--- src/rtl/load_store_unit.sv ---
// rtl/load_store_unit.sv - data-memory load/store unit with lane shifting, extension and split beats
//
// Purpose: accepts one load/store request at a time over a valid/ready handshake,
// issues one or two word-aligned memory beats, and returns a one-cycle response.
// Ports:
//   i_clk, i_rst_n                 clock, asynchronous active-low reset
//   i_req_valid / o_req_ready      request handshake (ready only while idle)
//   i_req_we, i_req_funct3         store flag, RISC-V funct3 (size / zero-extend)
//   i_req_addr, i_req_wdata        byte address, LSB-aligned store data
//   o_rsp_valid, o_rsp_rdata       completion pulse, extended load data
//   o_rsp_fault                    illegal funct3 or disallowed misalignment
//   o_mem_req/_we/_addr/_be/_wdata memory beat, held until i_mem_ack
//   i_mem_ack, i_mem_rdata         beat completion, read word valid with ack
module load_store_unit #(
    parameter int XLEN               = 32,
    parameter int ADDR_W             = 32,
    parameter int SUPPORT_MISALIGNED = 1
) (
    input  logic                i_clk,
    input  logic                i_rst_n,
    input  logic                i_req_valid,
    output logic                o_req_ready,
    input  logic                i_req_we,
    input  logic [2:0]          i_req_funct3,
    input  logic [ADDR_W-1:0]   i_req_addr,
    input  logic [XLEN-1:0]     i_req_wdata,
    output logic                o_rsp_valid,
    output logic [XLEN-1:0]     o_rsp_rdata,
    output logic                o_rsp_fault,
    output logic                o_mem_req,
    output logic                o_mem_we,
    output logic [ADDR_W-1:0]   o_mem_addr,
    output logic [XLEN/8-1:0]   o_mem_be,
    output logic [XLEN-1:0]     o_mem_wdata,
    input  logic                i_mem_ack,
    input  logic [XLEN-1:0]     i_mem_rdata
);

    localparam int NB   = XLEN / 8;
    localparam int OFFW = $clog2(NB);
    // Wide enough for size (up to 8) plus offset (up to NB-1).
    localparam int SW   = OFFW + 2;

    typedef enum logic [1:0] {S_IDLE, S_BEAT0, S_BEAT1, S_RESP} state_t;

    state_t              r_state;
    state_t              w_next;

    logic                r_we;
    logic [2:0]          r_funct3;
    logic [ADDR_W-1:0]   r_addr;
    logic [XLEN-1:0]     r_wdata;
    logic                r_fault;
    logic                r_cross;
    logic [XLEN-1:0]     r_rd0;
    logic [XLEN-1:0]     r_rd1;

    // Request decode, evaluated on the raw inputs at accept time.
    logic [SW-1:0]       w_in_off;
    logic [SW-1:0]       w_in_size;
    logic                w_in_illegal;
    logic                w_in_misal;
    logic                w_in_cross;
    logic                w_in_fault;
    logic                w_accept;

    assign w_accept     = (r_state == S_IDLE) && i_req_valid;
    assign w_in_off     = SW'(i_req_addr[OFFW-1:0]);
    assign w_in_size    = SW'(1) << i_req_funct3[1:0];
    assign w_in_illegal = (w_in_size > SW'(NB))
                        | (i_req_we & i_req_funct3[2])
                        | (!i_req_we && i_req_funct3 == 3'b111)
                        | (!i_req_we && (XLEN == 32) && i_req_funct3 == 3'b110);
    assign w_in_misal   = (w_in_off & (w_in_size - SW'(1))) != '0;
    assign w_in_cross   = (w_in_off + w_in_size) > SW'(NB);
    assign w_in_fault   = w_in_illegal | ((SUPPORT_MISALIGNED == 0) & w_in_misal);

    // Datapath on the latched request. The double-width vectors hold both beats:
    // lower half is beat 0, upper half is the spill into beat 1.
    logic [OFFW-1:0]     w_off;
    logic [SW-1:0]       w_size;
    logic [2*NB-1:0]     w_be_full;
    logic [2*XLEN-1:0]   w_wd_full;
    logic [XLEN-1:0]     w_rd_low;
    logic [XLEN-1:0]     w_size_mask;
    logic                w_sign;
    logic [XLEN-1:0]     w_ext;
    logic [ADDR_W-1:0]   w_word_addr;

    assign w_off       = r_addr[OFFW-1:0];
    assign w_size      = SW'(1) << r_funct3[1:0];
    assign w_be_full   = (((2*NB)'(1) << w_size) - (2*NB)'(1)) << w_off;
    assign w_wd_full   = {{XLEN{1'b0}}, r_wdata} << {w_off, 3'b000};
    assign w_rd_low    = XLEN'({r_rd1, r_rd0} >> {w_off, 3'b000});
    // A full-width access shifts the 1 out, leaving an all-ones mask.
    assign w_size_mask = (XLEN'(1) << {w_size, 3'b000}) - XLEN'(1);
    assign w_word_addr = {r_addr[ADDR_W-1:OFFW], {OFFW{1'b0}}};

    always_comb begin
        w_sign = 1'b0;
        case (r_funct3[1:0])
            2'd0:    w_sign = w_rd_low[7];
            2'd1:    w_sign = w_rd_low[15];
            2'd2:    w_sign = w_rd_low[31];
            default: w_sign = w_rd_low[XLEN-1];
        endcase
        w_ext = (w_rd_low & w_size_mask)
              | ((w_sign && !r_funct3[2]) ? ~w_size_mask : '0);
    end

    // State register
    always_ff @(posedge i_clk or negedge i_rst_n) begin
        if (!i_rst_n) begin
            r_state <= S_IDLE;
        end else begin
            r_state <= w_next;
        end
    end

    // Request latch and read-beat capture
    always_ff @(posedge i_clk or negedge i_rst_n) begin
        if (!i_rst_n) begin
            r_we     <= 1'b0;
            r_funct3 <= '0;
            r_addr   <= '0;
            r_wdata  <= '0;
            r_fault  <= 1'b0;
            r_cross  <= 1'b0;
            r_rd0    <= '0;
            r_rd1    <= '0;
        end else begin
            if (w_accept) begin
                r_we     <= i_req_we;
                r_funct3 <= i_req_funct3;
                r_addr   <= i_req_addr;
                r_wdata  <= i_req_wdata;
                r_fault  <= w_in_fault;
                r_cross  <= w_in_cross;
                r_rd0    <= '0;
                r_rd1    <= '0;
            end
            if (r_state == S_BEAT0 && i_mem_ack) r_rd0 <= i_mem_rdata;
            if (r_state == S_BEAT1 && i_mem_ack) r_rd1 <= i_mem_rdata;
        end
    end

    // Next-state logic
    always_comb begin
        w_next = r_state;
        case (r_state)
            S_IDLE:  if (i_req_valid) w_next = w_in_fault ? S_RESP : S_BEAT0;
            S_BEAT0: if (i_mem_ack)   w_next = r_cross ? S_BEAT1 : S_RESP;
            S_BEAT1: if (i_mem_ack)   w_next = S_RESP;
            default: w_next = S_IDLE;
        endcase
    end

    // Output logic; everything is zero outside the state that owns it.
    always_comb begin
        o_req_ready = 1'b0;
        o_rsp_valid = 1'b0;
        o_rsp_rdata = '0;
        o_rsp_fault = 1'b0;
        o_mem_req   = 1'b0;
        o_mem_we    = 1'b0;
        o_mem_addr  = '0;
        o_mem_be    = '0;
        o_mem_wdata = '0;
        case (r_state)
            S_IDLE: o_req_ready = 1'b1;
            S_BEAT0: begin
                o_mem_req   = 1'b1;
                o_mem_we    = r_we;
                o_mem_addr  = w_word_addr;
                o_mem_be    = w_be_full[NB-1:0];
                o_mem_wdata = w_wd_full[XLEN-1:0];
            end
            S_BEAT1: begin
                o_mem_req   = 1'b1;
                o_mem_we    = r_we;
                o_mem_addr  = w_word_addr + ADDR_W'(NB);
                o_mem_be    = w_be_full[2*NB-1:NB];
                o_mem_wdata = w_wd_full[2*XLEN-1:XLEN];
            end
            default: begin
                o_rsp_valid = 1'b1;
                o_rsp_fault = r_fault;
                o_rsp_rdata = (r_we || r_fault) ? '0 : w_ext;
            end
        endcase
    end

endmodule

--- config.mk ---
export PLATFORM = sky130hd
export DESIGN_NAME = load_store_unit
export DESIGN_NICKNAME = d
export VERILOG_FILES = /design/src/rtl/load_store_unit.sv
export SDC_FILE = /design/constraint.sdc
export NUM_CORES = 1
export LEC_CHECK = 0
export BUFFER_PORTS_ARGS = -buffer_cell sky130_fd_sc_hd__clkbuf_2
export CAP_MARGIN = 20
export CELL_PAD_IN_SITES_DETAIL_PLACEMENT = 0
export CELL_PAD_IN_SITES_GLOBAL_PLACEMENT = 1
export CORE_UTILIZATION = 44
export CTS_CLUSTER_DIAMETER = 120
export DETAILED_ROUTE_END_ITERATION = 8
export GPL_TIMING_DRIVEN = 0
export HOLD_SLACK_MARGIN = 0.12
export MAX_ROUTING_LAYER = met4
export PLACE_DENSITY = 0.91
export SLEW_MARGIN = 20
export SYNTH_ARGS = -nofsm -noshare
export SYNTH_HDL_FRONTEND = slang
export SYNTH_SLANG_ARGS = --single-unit
--- constraint.sdc ---
create_clock -name i_clk -period 6.4 [get_ports i_clk]
set_clock_uncertainty 0.2 [all_clocks]
set_input_delay 1.6 -clock i_clk [delete_from_list [all_inputs] [get_ports i_clk]]
set_output_delay 1.6 -clock i_clk [all_outputs]
set_load 0.01 [all_outputs]
==> impl_results.md, run 1 <==
* Status: completed
* Final setup vio count at 0
* Top-count cell post-synth: dfrtp_1
* H-tree Lvls at 4
* Worst EP required at 4.60 ns
* #FFs+latches synth at 128
* Starting Density at 0.456
* Pre-CTS setup slack at 2.05 ns
* Initial DRC count at 758
* Post-Syn Instances at 817
* FF-to-FF Start: r_state[1]$_DFFE_PN0P_
* Tcrit/Tclk final at 0.767
* Clk buf depth at 2
* Antenna-violating nets left at 0
* Netlist cell types at 56
* Pin count of the biggest net entering global routing at 75
* Nets at 1157
* Static Leakage at 4.62 nW
* DRT Wirelength at 27.0 mm
* Min-delay src: r_rd0[3]$_DFFE_PN0P_
* Synth area leader: dfrtp_1
* Crit Path Max Fanout at 10
* Area Growth Syn to Fin at 24.8%
* Total Routing Usage GR at 0.303
* Peak supply drop at 0.306 mV
* Clk pin slew, worst setup/hold paths at 0.06 ns
* Post_cts resized at 0
* # Post-CTS Setup Buffers at 0
* First-pass GRT wire length at 40.9 mm
* Utilization after layout at 0.570
* Crit. End Element: output pin
* Fmax at 204 MHz
* Area of placed instances at 9350 um2
* Share of the synthesized area in the top cell type at 0.400
* # DRC at 0
* I/O pin cnt at 209
* Hold Violations, Final at 0
* Synthesized area at 8000 um2
* Routed vias/inst at 6.06
* IO Port Bufs at 206
* Warnings from Yosys at 0
* Post-synth top flop: dfrtp_1
* Type of the most critical hold path: register to register
* Worst reg-to-reg setup slack at 3.72 ns
* Worst Max-Slew Pin Slew at 0.805 ns
* Die span in x at 137 um
* Cts hold-fix bufs at 0
* Setup slack after layout at 1.49 ns
* WP data arrival at 3.11 ns
* Die Area at 18700 um2
* Vias in the first global route at 7328
* Rows at 48
* Routability cong. at 0.953
* EDFF count, synth at 0
* Unrepaired setup endpoints after global routing: no
* DPL Wire Length at 19.4 mm
* Critical Path Start Type: register
* Slew Limit Fails at 0
* Initial antenna violation count at 0
* Worst Setup Path Type: register to output pin
* N_diodes at 0
* Congestion Overflow GR at 0
* Seq/Total Area, Yosys at 0.400
* Share of layout cells above drive strength 1 at 0.307
* Clk_lat worst skew at 0.44 ns
* Syn avg cell area at 9.79 um2
* Asr flop ratio synth at 1.00
* # clock sinks at 128
* DR WL/cell at 21.0 um
* Synth top cells by count: dfrtp_1, a22o_1, nor2_1
* Core Area at 17500 um2
* Post-route insts no fill at 1282
* Rel. slew slack at 0.461
* CP startpoint: r_state[1]$_DFFE_PN0P_
* Placed cell count at 1250
* PwrDens at 562 nW/um2
* Final setup TNS at 0 ns
* Max Cap Viol at 0
* Chip Height at 137 um
* Design Area, Final at 9990 um2
* Fin crit period at 4.91 ns
* DR vias at 7763
* CTS Buf Count at 17
* CTS tree: built
* Top post-synthesis cells by area: dfrtp_1, a22o_1, mux2_2
* CTS root buf: clkbuf_16
* First-pass DRT Iterations at 8
[cells in the final DEF, fill, tap and decap left out, drive strengths merged, types with 13 or more instances in the layout]
master  Yosys  routed
clkbuf     53     276
dfrtp     128     128
mux2       87      87
a22o       76      76
nor2       64      64
o21ai      57      57
mux2i      47      47
nand2      41      41
a21oi      32      32
nor2b      29      29
a211oi     25      25
and2       18      18
buf        17      18
nand3      17      17
inv        11      13
[where the power goes]
part | internal, W | switching, W
logic | 0.00122 | 0.00166
clock network | 0.000656 | 0.000407
registers | 0.00122 | 0.000449
[flip-flops by register name (all words and copies together), names as in the netlist]
| name | cells |
|---|---|
| r_funct3 | 3 |
| r_wdata | 32 |
| r_addr | 32 |
| r_cross | 1 |
| r_rd0 | 32 |
| r_we | 1 |
| r_state | 2 |
| r_rd1 | 24 |
| r_fault | 1 |
[cells by family after synthesis]
family	after synthesis	share of synthesized area
AO/OA/AOI/OAI	249	0.218
XOR/XNOR	3	0.00328
adder cells (fa/ha/maj)	9	0.0150
buffers and inverters	81	0.0421
flip-flops	128	0.400
multiplexers	135	0.184
other	1	0.000469
AND/OR/NAND/NOR	211	0.137
[through the flow]
step           power [W]  hold WS [ns]
3_5_place_dp     0.00448         0.285
4_1_cts          0.00556         0.293
3_3_place_gp     0.00443         0.278
6_report         0.00561         0.291
2_1_floorplan    0.00351         0.258
5_1_grt          0.00594         0.308
[per-layer routing]
| metal | vias up | part of all wire | GRT usage | wire length [um] |
|---|---|---|---|---|
| li1 | 3521 | - | - | - |
| met1 | 3765 | 0.43 | 0.406 | 11600 |
| met2 | 424 | 0.46 | 0.459 | 12300 |
| met3 | 53 | 0.090 | 0.0581 | 2430 |
| met4 | 0 | 0.024 | 0.0983 | 640 |
| met5 | - | 0 | - | 0 |
[cell type report]
class	instances	area, um2
well taps	225	282
fillers	1641	7550
flip-flops and latches	128	3200
clock buffers	17	425
clock inverters	15	210
plain buffers	70	295
inverters	11	41.3
multi-input cells	609	4470
repair buffers	207	1070
[final timing paths]
path,to,depth (start not counted)
max in group asynchronous,r_rd0[26]$_DFFE_PN0P_,2
min in group asynchronous,r_addr[4]$_DFFE_PN0P_,1
hold reg to reg,r_rd0[3]$_DFFE_PN0P_,1
setup / recovery,o_mem_wdata[7],9
hold / removal,r_rd0[3]$_DFFE_PN0P_,1
setup reg to reg,r_rd0[29]$_DFFE_PN0P_,8
[worst max-delay path, stage by stage (launching register included)]
cell and delay (ns):
dfrtp_1 0.42, inv_1 0.10, ha_1 0.18, nand2b_1 0.06, clkbuf_1 0.27, nor2_1 0.59, clkbuf_1 0.51, a22oi_1 0.14
nor2b_1 0.23, clkbuf_2 0.17
Note: power is estimated with default switching activity, not from simulation.
==> run 2: changes to the inputs <==
- CORE_UTILIZATION: 44 -> 37
- PLACE_DENSITY: 0.91 -> 0.82
- clock period: 6.4 -> 4.1 ns (I/O delays scaled with it)
==> impl_results.md, run 2 (synthesis gave the netlist of run 1 again) <==
* Hold Violations, Final at 0 (unchanged)
* Fmax at 249 MHz
* H-tree Lvls at 4 (unchanged)
* Core Area at 21100 um2 (+20%)
* # DRC at 0 (unchanged)
* Commonest cells after routing, fill and taps aside: clkbuf_2, dfrtp_1, a22o_1
* # clock sinks at 128 (unchanged)
* Unrepaired setup endpoints after global routing: no
* Crit. End Element: output pin
* Clk pin slew, worst setup/hold paths at 0.06 ns (about the same)
* Largest registers: r_addr x32, r_rd0 x32, r_wdata x32
* Type of the most critical hold path: register to register
* Rel. slew slack at 0.508 (+0.0470)
* Crit Path Max Fanout at 10 (unchanged)
* Peak supply drop at 0.289 mV (-5.3%)
* # Post-CTS Setup Buffers at 0 (unchanged)
* Post-route insts no fill at 1332 (+3.9%)
* DR WL/cell at 21.3 um (+1.4%)
* Slew Limit Fails at 0 (unchanged)
* CTS root buf: clkbuf_16
* Critical Path Start Type: register
* Commonest non-fill, non-tap cell in the layout: clkbuf_2
* Status: completed
* First-pass GRT wire length at 43.1 mm (+5.5%)
* Routability cong. at 0.902 (-5.4%)
* Clk buf depth at 2 (unchanged)
* First-pass DRT Iterations at 6 (-2)
* Area of the multi-input gates at 4480 um2 (+0.31%)
* Pin count of the biggest net entering global routing at 90 (+20%)
* Tcrit/Tclk final at 0.981
* Antenna-violating nets left at 0 (unchanged)
* Nets at 1156 (-0.086%)
* Static Leakage at 4.68 nW (+1.2%)
* PwrDens at 879 nW/um2 (+56%)
* Worst Max-Slew Pin Slew at 0.738 ns (-0.0675 ns)
* Max Cap Viol at 0 (unchanged)
* Chip Height at 149 um (+8.9%)
* Initial DRC count at 652 (-14%)
* CTS Buf Count at 17 (unchanged)
* IO Port Bufs at 206 (unchanged)
* WP data arrival at 2.80 ns (-0.31 ns)
* CTS tree: built
* DR vias at 7775 (+0.15%)
* Vias in the first global route at 7574 (+3.4%)
* DPL Wire Length at 20.5 mm (+5.9%)
* Die Area at 22200 um2 (+19%)
* FF/Latch Area at 3200 um2 (unchanged)
* Congestion Overflow GR at 0 (unchanged)
* Share of layout cells above drive strength 1 at 0.322 (+0.0154)
* Starting Density at 0.379 (-0.0768)
* Final setup TNS at 0 ns (unchanged)
* Fin crit period at 4.02 ns
* Clk_lat worst skew at 0.43 ns (about the same)
* Rows at 53 (+10%)
* DRT Wirelength at 28.4 mm (+5.3%)
* Filler cells at 2068 (+26%)
* Die span in x at 149 um (+8.9%)
* Placed cell count at 1300 (+4.0%)
* Final setup vio count at 0 (unchanged)
* I/O pin cnt at 209 (unchanged)
* Area Growth Syn to Fin at 26.3%
* Initial antenna violation count at 1 (+1)
* Worst EP required at 2.87 ns (-1.73 ns)
* Routed vias/inst at 5.84 (-3.6%)
* Total Routing Usage GR at 0.265 (-0.0374)
* Worst Setup Path Type: register to output pin
run 2: cell types whose count changed in the layout (fill, tap and decap cells not counted), sizes merged:
cell,delta
clkinv,-3
inv,-2
clkinvlp,-1
buf,-2
clkbuf,+6
diode,+1
bufinv,+1
run 2: final cells by class:
class                   count  area share
diodes                      1    0.000248
flip-flops and latches    128       0.317
inverters                  11     0.00409
well taps                 275      0.0341
repair buffers            207       0.106
multi-input cells         609       0.443
clock inverters            10      0.0180
clock buffers              22      0.0469
plain buffers              69      0.0307
run 2: repair_timing:
item / CTS / global route
gates resized for setup: 9 / 15
endpoints found under the setup margin: 38 / 33
hold buffers: 0 / 0
run 2: metal layers:
layer	track usage	share of wire
met1	0.357	0.44
met2	0.409	0.46
met3	0.0416	0.079
met4	0.0816	0.017
met5	-	0
run 2: critical path: stages, from the launching register on:
cell and delay (ns):
dfrtp_1 0.39, buf_2 0.33, buf_4 0.27, buf_2 0.28, buf_2 0.35, a211oi_1 0.12, a211oi_1 0.41, clkbuf_2 0.21
run 2: final timing paths:
check / cells past startpoint / start / end / slack (ns)
worst min register to register: 1 / r_rd1[12]$_DFFE_PN0P_ / r_rd1[12]$_DFFE_PN0P_ / 0.29
worst max register to register: 7 / r_state[0]$_DFFE_PN0P_ / r_rd1[11]$_DFFE_PN0P_ / 1.49
min in group asynchronous: 1 / i_rst_n / r_addr[12]$_DFFE_PN0P_ / 0.31
max in group asynchronous: 2 / i_rst_n / r_wdata[1]$_DFFE_PN0P_ / 2.61
worst max-delay path: 7 / r_addr[1]$_DFFE_PN0P_ / o_rsp_rdata[1] / 0.08
worst min-delay path: 1 / r_rd1[12]$_DFFE_PN0P_ / r_rd1[12]$_DFFE_PN0P_ / 0.29
run 2: through the flow:
stage	power, W	hold WS, ns	instance area [um2]	utilization	setup slack (ns)
2_1_floorplan	0.00548	0.258	8010	-	0.865
3_3_place_gp	0.00697	0.275	9380	0.445	-0.298
3_5_place_dp	0.00705	0.277	9420	0.447	0.232
4_1_cts	0.00881	0.299	10100	0.478	0.0185
5_1_grt	0.00938	0.304	10100	0.479	0.0204
6_report	0.00888	0.294	10100	0.479	0.0793
run 2: power breakdown:
group / switching, W / internal (W)
Clock: 0.000593 / 0.00113
Sequential: 0.000689 / 0.00190
Combinational: 0.00265 / 0.00192
==> run 3: changes to the inputs <==
- CORE_UTILIZATION: 37 -> 38
- CTS_BUF_LIST: not set -> sky130_fd_sc_hd__clkbuf_4
- PLACE_DENSITY: 0.82 -> 0.83
==> impl_results.md, run 3 (synthesis gave the netlist of run 1 again) <==
* Status: completed
* Rows at 52 (-1.9%)
* Die span in x at 147 um (-1.3%)
* Worst Setup Path Type: register to output pin
* Area of the multi-input gates at 4520 um2 (+0.84%)
* I/O pin cnt at 209 (unchanged)
* Congestion Overflow GR at 0 (unchanged)
* Design Area, Final at 9790 um2 (-3.1%)
* Area Growth Syn to Fin at 22.3%
* Type of the most critical hold path: input pin to asynchronous set/reset pin
* Worst Max-Slew Pin Slew at 0.760 ns (+0.0225 ns)
* CTS Buf Count at 17 (unchanged)
* Final setup vio count at 0 (unchanged)
* H-tree Lvls at 4 (unchanged)
* WP data arrival at 2.75 ns (-0.05 ns)
* Pre-CTS setup slack at 0.211 ns (-0.0206 ns)
* Clk buf depth at 2 (unchanged)
* DR vias at 7767 (-0.10%)
* Slew Limit Fails at 0 (unchanged)
* # Post-CTS Setup Buffers at 0 (unchanged)
* First-pass DRT Iterations at 5 (-1)
* First-pass GRT wire length at 41.7 mm (-3.2%)
* CTS root buf: clkbuf_4
* Area of placed instances at 9410 um2 (about the same)
* Antenna-violating nets left at 0 (unchanged)
* Total Routing Usage GR at 0.261 (-0.00381)
* PwrDens at 833 nW/um2 (-5.3%)
* Die Area at 21600 um2 (-2.6%)
* Starting Density at 0.392 (+0.0122)
* Setup slack after layout at 0.121 ns (+0.0413 ns)
* IO Port Bufs at 206 (unchanged)
* Routability cong. at 0.911 (+0.99%)
* Static Leakage at 4.54 nW (-3.0%)
* Pin count of the biggest net entering global routing at 77 (-14%)
* Commonest cells after routing, fill and taps aside: clkbuf_2, dfrtp_1, a22o_1
* Routed vias/inst at 5.87 (+0.58%)
* CTS tree: built
* Chip Height at 147 um (-1.3%)
* Nets at 1152 (-0.35%)
* DRT Wirelength at 27.5 mm (-3.2%)
* Clk_lat worst skew at 0.55 ns (+0.12 ns)
* Core Area at 20400 um2 (-3.1%)
* Peak supply drop at 0.320 mV (+11%)
* Fmax at 251 MHz (+1.0%)
* Fin crit period at 3.98 ns (-0.0413 ns)
* Worst EP required at 2.87 ns (about the same)
* # DRC at 0 (unchanged)
* Max Cap Viol at 0 (unchanged)
* Vias in the first global route at 7304 (-3.6%)
* Crit Path Max Fanout at 10 (unchanged)
* Commonest non-fill, non-tap cell in the layout: clkbuf_2
* # clock sinks at 128 (unchanged)
* Initial antenna violation count at 1 (unchanged)
* Largest registers: r_addr x32, r_rd0 x32, r_wdata x32
* Unrepaired setup endpoints after global routing: no
* DPL Wire Length at 20.2 mm (-1.3%)
* FF/Latch Area at 3200 um2 (unchanged)
* Initial DRC count at 595 (-8.7%)
* Utilization after layout at 0.479 (about the same)
* Hold Violations, Final at 0 (unchanged)
* Cts hold-fix bufs at 0 (unchanged)
* Tcrit/Tclk final at 0.971 (-0.0101)
* Rel. slew slack at 0.493 (-0.0150)
* DR WL/cell at 20.8 um (-2.6%)
* Crit. End Element: output pin
* Critical Path Start Type: register
* Share of layout cells above drive strength 1 at 0.329 (+0.00693)
* Clk pin slew, worst setup/hold paths at 0.11 ns (+0.05 ns)
* Filler cells at 2036 (-1.5%)
run 3: changes by cell type in the layout (fill, tap and decap cells not counted), moves of 3 or more:
cell	before	now
nor2_2	4	1
clkbuf_1	42	35
nor2_4	0	3
clkbuf_16	17	0
clkbuf_4	1	21
clkbuf_8	4	1
clkinv_1	0	3
run 3: critical path: stages, from the launching register on:
cell      delay (ns)
dfrtp_1         0.42
buf_4           0.24
buf_4           0.24
buf_4           0.23
buf_4           0.26
mux2i_2         0.32
nor2_1          0.08
nor2_1          0.14
o21ai_1         0.10
clkbuf_2        0.15
run 3: path summary, 6_finish.rpt:
kind / slack [ns] / startpoint / cells past startpoint / to
worst max-delay path: 0.12 / r_addr[1]$_DFFE_PN0P_ / 9 / o_rsp_rdata[12]
worst min-delay path: 0.21 / i_rst_n / 1 / r_addr[15]$_DFFE_PN0P_
worst max register to register: 1.48 / r_state[1]$_DFFE_PN0P_ / 8 / r_rd0[19]$_DFFE_PN0P_
worst min register to register: 0.31 / r_rd0[6]$_DFFE_PN0P_ / 1 / r_rd0[6]$_DFFE_PN0P_
max in group asynchronous: 2.74 / i_rst_n / 2 / r_rd1[19]$_DFFE_PN0P_
min in group i_clk: 0.31 / r_rd0[6]$_DFFE_PN0P_ / 1 / r_rd0[6]$_DFFE_PN0P_
run 3: area by class of cell:
cell class | count | area share
antenna | 1 | 0.000256
buffer | 65 | 0.0308
clock buffer | 20 | 0.0153
clock inverter | 12 | 0.0170
inverter | 11 | 0.00422
multi-input combinational | 609 | 0.462
sequential | 128 | 0.327
tap | 270 | 0.0345
timing repair buffer | 207 | 0.109
run 3: metrics by stage:
stage	cells	total power, W	hold WS (ns)	setup TNS, ns
after global routing	1323	0.00866	0.211	0
after CTS	1324	0.00807	0.201	0
after floorplan	818	0.00548	0.258	0
after global placement	1294	0.00695	0.278	-31.96
final	1323	0.00815	0.214	0
after detailed placement	1295	0.00704	0.280	0
run 3: report_power, final:
part	total, W	leakage, nW	switching, W	internal (W)
Clock	0.00100	0.169	0.000506	0.000498
Combinational	0.00455	2.78	0.00261	0.00194
Sequential	0.00260	1.59	0.000704	0.00189
Total	0.00815	4.54	0.00382	0.00433
run 3: per-layer routing:
| metal | share of wire | global-route usage | wire (um) |
|---|---|---|---|
| met2 | 0.46 | 0.398 | 12600 |
| met1 | 0.44 | 0.357 | 12000 |
| met3 | 0.083 | 0.0410 | 2270 |
| met5 | 0 | - | 0 |
| met4 | 0.022 | 0.0799 | 617 |
run 3: timing repair:
action                     in CTS  in global routing
setup endpoints to repair      68                 63
resized for setup              15                 23
pin swaps                       0                  1
